[config.mk]
export PLATFORM = sky130hd
export DESIGN_NAME = exers_sched
export DESIGN_NICKNAME = d
export VERILOG_FILES = /design/src/rtl/exers_sched.sv
export SDC_FILE = /design/constraint.sdc
export NUM_CORES = 2
export LEC_CHECK = 0
export ABC_AREA = 1
export CAP_MARGIN = 40
export CELL_PAD_IN_SITES_DETAIL_PLACEMENT = 1
export CELL_PAD_IN_SITES_GLOBAL_PLACEMENT = 1
export CORE_MARGIN = 5
export CORE_UTILIZATION = 40
export CTS_BUF_LIST = sky130_fd_sc_hd__clkbuf_8
export CTS_CLUSTER_DIAMETER = 50
export CTS_CLUSTER_SIZE = 40
export DETAILED_ROUTE_END_ITERATION = 16
export PLACE_DENSITY = 0.81
export SYNTH_ARGS = -nofsm -noshare
export SYNTH_HDL_FRONTEND = slang
export SYNTH_SLANG_ARGS = --single-unit
[constraint.sdc]
create_clock -name clk -period 11.6 [get_ports clk]
set_clock_uncertainty 0.05 [all_clocks]
set_input_delay 2.9 -clock clk [delete_from_list [all_inputs] [get_ports clk]]
set_output_delay 2.9 -clock clk [all_outputs]
set_load 0.005 [all_outputs]
[src/rtl/exers_sched.sv]
// exers_sched: reservation station and oldest-first issue scheduler for the integer ALU.
// Holds renamed ops until both operands are ready, snoops the CDB to wake waiting
// operands, and issues through a registered valid/stall handshake.
// Ports:
//   clk, rst                      clock, synchronous active-high reset
//   rename_exers_write, rename_*  dispatch write interface (operand = value or tag in [6:0])
//   exers_stall                   station full, write refused
//   cdb_valid/robid/result        common data bus broadcast
//   alu_stall                     ALU cannot take the issue register this cycle
//   issue_*                       issue register contents
//   rob_flush                     discard every in-flight op
module exers_sched #(
  parameter int unsigned DEPTH = 8,
  parameter int unsigned IDXW  = 3
) (
  input  logic        clk,
  input  logic        rst,
  input  logic        rename_exers_write,
  input  logic [4:0]  rename_op,
  input  logic [6:0]  rename_robid,
  input  logic [5:0]  rename_rd,
  input  logic        rename_op1ready,
  input  logic [31:0] rename_op1,
  input  logic        rename_op2ready,
  input  logic [31:0] rename_op2,
  input  logic [31:0] rename_imm,
  output logic        exers_stall,
  input  logic        cdb_valid,
  input  logic [6:0]  cdb_robid,
  input  logic [31:0] cdb_result,
  input  logic        alu_stall,
  output logic        issue_valid,
  output logic [4:0]  issue_op,
  output logic [6:0]  issue_robid,
  output logic [5:0]  issue_rd,
  output logic [31:0] issue_op1,
  output logic [31:0] issue_op2,
  output logic [31:0] issue_imm,
  input  logic        rob_flush
);

  logic [DEPTH-1:0] valid_q, r1_q, r2_q;
  logic [4:0]       op_q    [DEPTH];
  logic [6:0]       robid_q [DEPTH];
  logic [5:0]       rd_q    [DEPTH];
  logic [31:0]      v1_q    [DEPTH];
  logic [31:0]      v2_q    [DEPTH];
  logic [31:0]      imm_q   [DEPTH];
  // age_q[i][j] = 1: entry i is older than entry j
  logic [DEPTH-1:0] age_q   [DEPTH];

  logic             issue_valid_q;
  logic [4:0]       issue_op_q;
  logic [6:0]       issue_robid_q;
  logic [5:0]       issue_rd_q;
  logic [31:0]      issue_op1_q, issue_op2_q, issue_imm_q;

  logic             wr_en;
  logic [IDXW-1:0]  free_idx;
  logic             free_found;
  logic [DEPTH-1:0] eligible, pick_vec;
  logic             blocked;
  logic [IDXW-1:0]  pick_idx;
  logic             pick_any, can_load, do_issue;
  logic             in_hit1, in_hit2, in_r1, in_r2;
  logic [31:0]      in_v1, in_v2;

  // Full depends only on registered valid bits, so a slot freed this edge opens next cycle.
  assign exers_stall = &valid_q;
  assign wr_en       = rename_exers_write && !exers_stall;

  always_comb begin
    free_idx   = '0;
    free_found = 1'b0;
    for (int i = 0; i < int'(DEPTH); i++) begin
      if (!valid_q[i] && !free_found) begin
        free_idx   = IDXW'(i);
        free_found = 1'b1;
      end
    end
  end

  assign eligible = valid_q & r1_q & r2_q;

  // Oldest-first: an eligible entry wins when no other eligible entry is older.
  always_comb begin
    pick_vec = '0;
    blocked  = 1'b0;
    for (int i = 0; i < int'(DEPTH); i++) begin
      blocked = 1'b0;
      for (int j = 0; j < int'(DEPTH); j++) begin
        if (eligible[j] && age_q[j][i]) blocked = 1'b1;
      end
      pick_vec[i] = eligible[i] && !blocked;
    end
  end

  always_comb begin
    pick_idx = '0;
    for (int i = 0; i < int'(DEPTH); i++) begin
      if (pick_vec[i]) pick_idx = IDXW'(i);
    end
  end

  assign pick_any = |pick_vec;
  assign can_load = !issue_valid_q || !alu_stall;
  assign do_issue = can_load && pick_any;

  // Write-cycle bypass of a matching CDB broadcast.
  assign in_hit1 = !rename_op1ready && cdb_valid && (rename_op1[6:0] == cdb_robid);
  assign in_hit2 = !rename_op2ready && cdb_valid && (rename_op2[6:0] == cdb_robid);
  assign in_r1   = rename_op1ready || in_hit1;
  assign in_r2   = rename_op2ready || in_hit2;
  assign in_v1   = in_hit1 ? cdb_result : rename_op1;
  assign in_v2   = in_hit2 ? cdb_result : rename_op2;

  always_ff @(posedge clk) begin
    if (rst || rob_flush) begin
      valid_q <= '0;
      for (int i = 0; i < int'(DEPTH); i++) age_q[i] <= '0;
    end else begin
      for (int i = 0; i < int'(DEPTH); i++) begin
        if (cdb_valid && valid_q[i] && !(do_issue && pick_vec[i])) begin
          if (!r1_q[i] && (v1_q[i][6:0] == cdb_robid)) begin
            r1_q[i] <= 1'b1;
            v1_q[i] <= cdb_result;
          end
          if (!r2_q[i] && (v2_q[i][6:0] == cdb_robid)) begin
            r2_q[i] <= 1'b1;
            v2_q[i] <= cdb_result;
          end
        end
      end
      if (do_issue) valid_q[pick_idx] <= 1'b0;
      if (wr_en) begin
        valid_q[free_idx] <= 1'b1;
        op_q[free_idx]    <= rename_op;
        robid_q[free_idx] <= rename_robid;
        rd_q[free_idx]    <= rename_rd;
        r1_q[free_idx]    <= in_r1;
        v1_q[free_idx]    <= in_v1;
        r2_q[free_idx]    <= in_r2;
        v2_q[free_idx]    <= in_v2;
        imm_q[free_idx]   <= rename_imm;
        age_q[free_idx]   <= '0;
        for (int i = 0; i < int'(DEPTH); i++) begin
          if (IDXW'(i) != free_idx) age_q[i][free_idx] <= valid_q[i];
        end
      end
    end
  end

  always_ff @(posedge clk) begin
    if (rst || rob_flush) begin
      issue_valid_q <= 1'b0;
      issue_op_q    <= '0;
      issue_robid_q <= '0;
      issue_rd_q    <= '0;
      issue_op1_q   <= '0;
      issue_op2_q   <= '0;
      issue_imm_q   <= '0;
    end else if (can_load) begin
      issue_valid_q <= pick_any;
      if (pick_any) begin
        issue_op_q    <= op_q[pick_idx];
        issue_robid_q <= robid_q[pick_idx];
        issue_rd_q    <= rd_q[pick_idx];
        issue_op1_q   <= v1_q[pick_idx];
        issue_op2_q   <= v2_q[pick_idx];
        issue_imm_q   <= imm_q[pick_idx];
      end
    end
  end

  assign issue_valid = issue_valid_q;
  assign issue_op    = issue_op_q;
  assign issue_robid = issue_robid_q;
  assign issue_rd    = issue_rd_q;
  assign issue_op1   = issue_op1_q;
  assign issue_op2   = issue_op2_q;
  assign issue_imm   = issue_imm_q;

endmodule

**Word-level counts from Yosys, hierarchy flattened**

Memories as Yosys holds them, arrays and structs flattened. A register that Yosys moved wholly into a read port is not among the register bits.
Cells that the tools add are included.

- Memories: 7
- RAM bits: 976
- Word-level logic and storage cells: 605
- Register bits: 25
- Input bits: 161
- Output and inout bits: 116

Memories:

| name | depth | width | rd ports | clocked after Yosys merged registers in | write ports | RTL line | RTL |
|---|---|---|---|---|---|---|---|
| imm_q | 8 | 32 | 1 | 1 | 1 | 48 | `logic [31:0] imm_q [DEPTH];` |
| v1_q | 8 | 32 | 9 | 1 | 9 | 46 | `logic [31:0] v1_q [DEPTH];` |
| v2_q | 8 | 32 | 9 | 1 | 9 | 47 | `logic [31:0] v2_q [DEPTH];` |
| age_q | 8 | 8 | 8 | 0 | 9 | 50 | `logic [DEPTH-1:0] age_q [DEPTH];` |
| robid_q | 8 | 7 | 1 | 1 | 1 | 44 | `logic [6:0] robid_q [DEPTH];` |
| rd_q | 8 | 6 | 1 | 1 | 1 | 45 | `logic [5:0] rd_q [DEPTH];` |
| 1 more memories | -- | -- | -- | -- | -- | -- |  |

- Reduce and logical (&&, ||, !) cells: 185
- Mux-type cells: 311
- Magnitude comparators: 4
- Equality and inequality tests: 25
- Bitwise gates (word level): 69

Operators with widths:

| operator | count |
|---|---|
| two-way mux 1 bit | 280 |
| logical AND 1 bit | 127 |
| == test 7 bit | 18 |
| two-way mux 8 bit | 13 |
| two-way mux 32 bit | 2 |
| bitwise OR 1 bit | 64 |
| logical NOT 1 bit | 50 |
| two-way mux 3 bit | 12 |
| bitwise AND 8 bit | 3 |
| bitwise mux 8 bit | 2 |
| inequality test 3 bit (first input constant) | 4 |
| < comparator 3 x 4 -> 1 bit (second input constant) | 2 |
| inverter 8 bit | 1 |
| bitwise OR 8 bit | 1 |
| AND reduction 8 bit | 1 |
| OR reduction 8 bit | 1 |
| demux 1 bit (select 3 bit) | 2 |
| >= comparator 3 x 1 -> 1 bit (second input constant) | 2 |
| inequality test 2 x 3 -> 1 bit (first input constant) | 2 |
| logical OR 1 bit | 4 |
| inequality test 1 x 3 -> 1 bit (first input constant) | 1 |
| nonzero test 3 bit | 1 |
| AND reduction 2 bit | 1 |

**Logic depth before layout (Yosys ltp)**

- Depth after elaboration: 30
- Mapped depth: 20
- Mapped depth without buffers: 17

**Worst setup path before layout**

OpenSTA, ideal clock, no wires.

- Path type: in2reg
- Start: in cdb_robid[1]
- End: mem v1_q[6][0], enable pin
- Data arrival time: 6.573 ns
- Path buffers: 2
- Cell stages on the path: 8
- Required time: 11.080 ns
- Slack: 4.507 ns
- Library setup time: 0.470 ns
- Cells stage by stage: buf_2 buf_1 xor2_1 a21oi_1 nand3_1 nor4_1 nand4_1 o31ai_1

RTL lines:

| element | RTL line | RTL |
|---|---|---|
| start, declared | 29 | `input logic [6:0] cdb_robid,` |
| end, declared | 46 |  |

==> summary.md <==
| Metric | Value |
|---|---|
| Finished Core Util | `0.4590` |
| Post-DP HPWL | `115.4 mm` |
| Antenna-violating nets left | `0` |
| Total routing usage reported by global routing | `0.2587` |
| Netlist cell types | `43` |
| CP required | `12030 ps` |
| Clock-pin transition on the worst setup and hold timing paths | `90 ps` |
| Core area | `133100 sq um` |
| Drt wl/cell | `23.84 um` |
| Least-Margin Pin Slew | `1219 ps` |
| Final WL | `188.0 mm` |
| Worst Path Arrival | `6760 ps` |
| CTS tree | `yes` |
| Area Growth Syn to Fin | `14.35%` |
| First-pass GRT wire length | `278.9 mm` |
| Die area | `141000 sq um` |
| Nets | `6160` |
| Layout cells sized above 1 | `0.06287` |
| Slowest CP cell | `clkinv_2` |
| Num rows | `134` |
| Clock Latency Late Sink | `880 ps` |
| DR iter-0 viols | `4425` |
| Initial antenna violation count | `14` |
| Number of gates resized after CTS | `0` |
| CTS Buf Count | `131` |
| Critical path class | `primary input to flip-flop` |
| Final hold vios | `0` |
| Relative slew margins | `0.1872` |
| Largest net degree at the start of global routing | `211` |
| CP peak stage delay | `700 ps` |
| Seq/Total Area, Yosys | `0.5915` |
| Residual DRC | `0` |
| Peak VDD IR | `106.9 uV` |
| Crit-path cells | `clkdlybuf4s50_1 -> nor2_4 -> inv_1 -> nor2_2 -> inv_2 -> nor2_4 -> clkinv_2 -> buf_4 -> o31ai_4 -> buf_4` |
| Cell class contributing the biggest share of worst-path delay | `buffers and inverters` |
| Setup bufs post-CTS | `0` |
| Pwr per Cell Area | `130.4 nW/um^2` |
| Clock sinks | `1115` |
| Total negative slack | `0 ps` |
| Fin crit period | `6326 ps` |
| Tcrit/Tclk final | `0.5453` |
| CP endpoint kind | `flip-flop` |
| Buf+Inv Stages, Crit Path | `6` |
| Global route overflow | `0` |
| Post-Syn Area | `53440 sq um` |
| Max Slew Vio Count | `0` |
| Status | `complete, no violations` |
| Vias in the first global route | `45760` |
| Mapped Avg Cell Area | `9.059 sq um` |
| Vias/cell | `5.616` |
| Setup-failing EPs final | `0` |
| Initial Util | `0.4014` |
| DRT Pass-1 Iters | `6` |
| Syn. warnings | `0` |
| R2R setup slack | `6060 ps` |
| Die width | `375.5 um` |
| GP Congestion | `0.9074` |
| Register bit total from synthesis | `1115` |
| Max_cap viols | `0` |
| Max clock buf depth | `3` |
| CTS Hold Buffers Added | `0` |
| CP Launch Type | `primary input` |
| Post-Synthesis Cells | `5899` |
| RSZ-0062 raised after global routing | `no` |
| Via count | `44290` |
| I/O pin count | `277` |
| Root buf cell | `clkbuf_8` |
| Die H | `375.5 um` |
| Htree depth | `4` |
| Worst Path Max Fanout | `56` |
| Synthesized Nets | `6060` |
| Max frequency | `0.1581 GHz` |
| Leakage dissipation | `25.70 nW` |
| Hold crit path type | `flip-flop to flip-flop` |
| I/O Buffers | `276` |
synthesized netlist by cell type, drive strengths merged:
cell	count	area [sq um]
xor2	64	560.5
o31ai	8	60.06
clkinv	11	41.29
nor4	12	75.07
nand3b	116	870.8
mux2i	31	310.3
nand3	738	3719
o221ai	1	8.760
nor3	13	70.07
clkbuf	223	837.1
inv	948	3558
xnor2	32	280.3
dfxtp	187	3744
o2111ai	1	8.760
nor2	335	1303
buf	174	842.1
a2111oi	3	26.28
a22oi	2	15.01
a31oi	2	12.51
nand2	1030	3889
or2	8	50.05
nor3b	1	12.51
nand4	32	206.5
a21oi	175	879.6
a211oi	5	37.54
o22ai	4	25.02
o21ai	796	3988
o211ai	19	142.6
edfxtp	928	27870
registers in the layout, summed over array words and instances, names as in the netlist:
| signal | flops |
|---|---|
| imm_q | 256 |
| r2_q | 8 |
| r1_q | 8 |
| age_q | 64 |
| issue_valid | 1 |
| valid_q | 8 |
| issue_op | 5 |
| rd_q | 48 |
| issue_imm | 32 |
| op_q | 40 |
| robid_q | 56 |
| issue_op1 | 32 |
| v2_q | 256 |
| v1_q | 256 |
| issue_robid | 7 |
| issue_rd | 6 |
| issue_op2 | 32 |
per-layer routing:
| metal | routed length, um | part of all wire | track usage |
|---|---|---|---|
| met1 | 72930 | 0.39 | 0.3230 |
| met2 | 92220 | 0.49 | 0.4461 |
| met3 | 14720 | 0.078 | 0.04270 |
| met4 | 8108 | 0.043 | 0.1076 |
| met5 | 23 | 0.00012 | 0 |
kinds of logic after synthesis:
group / Yosys count / share of synthesized area
and+or+nand+nor: 2285 / 0.1908
buffers and inverters: 1356 / 0.09878
DFF: 1115 / 0.5915
AOI/OAI and AO/OA: 1016 / 0.09738
xor gates and xnor gates: 96 / 0.01573
muxes: 31 / 0.005807
layout make-up:
type / count / area, sq um
fill: 15200 / 72020
sequential: 1115 / 31610
multi-input combinational: 3428 / 16860
timing repair buffer: 364 / 3771
inverter: 959 / 3603
tap: 1768 / 2212
clock buffer: 141 / 1941
clock inverter: 101 / 1086
antenna: 10 / 25.02
worst register-to-register path, cell delays in order (launching register included):
cell and delay [ps]:
dfxtp_1 730, nand3_1 460, nor2_1 190, nor2_1 70, nand2_1 60, nor2_1 110
nand2_1 90, nand2_1 50, nand2_1 60, nand2_1 130, nand2_8 520, buf_4 750
buf_12 340, buf_4 720, nand3_1 190, a21oi_1 330, nand2_1 130, nor2_1 380
nor2_1 80
worst paths after layout:
kind,start,endpoint,cells after the start
setup / recovery,rob_flush,v1_q[7][1]$_DFFE_PP_,10
hold / removal,age_q[2][2]$_SDFFE_PP0P_,age_q[2][2]$_SDFFE_PP0P_,2
setup reg to reg,valid_q[3]$_SDFF_PP0_,issue_op2[6]$_SDFFE_PP0N_,18
hold reg to reg,age_q[2][2]$_SDFFE_PP0P_,age_q[2][2]$_SDFFE_PP0P_,2
cells in the final DEF (no fill, tap or decap), types with 32 or more instances in the layout:
cell type        instances
clkdlybuf4s50_1        276
xnor2_1                 32
o21ai_0                784
xor2_1                  64
a21oi_1                174
inv_1                  949
nand3_1                733
nor2_1                 323
clkbuf_8               141
edfxtp_1               928
dfxtp_1                187
buf_4                   65
nand2_1               1015
nand3b_1               116
per-stage QoR:
step,power [mW],std cells,worst slack (ps),instance area (sq um),hold WS [ps]
2_1_floorplan,4.653,5899,4507,53440,364.0
3_3_place_gp,4.831,7612,4244,57580,375.8
3_5_place_dp,4.854,7633,4404,58040,383.1
4_1_cts,8.004,7875,5350,61070,397.3
5_1_grt,8.220,7883,5105,61100,424.4
6_report,7.965,7886,5274,61110,395.0
power by group:
part / internal [mW] / switching (mW)
combinational: 0.136 / 0.269
sequential: 4.35 / 0.0122
clock: 1.54 / 1.66
Power figures use the tool's default switching activity.
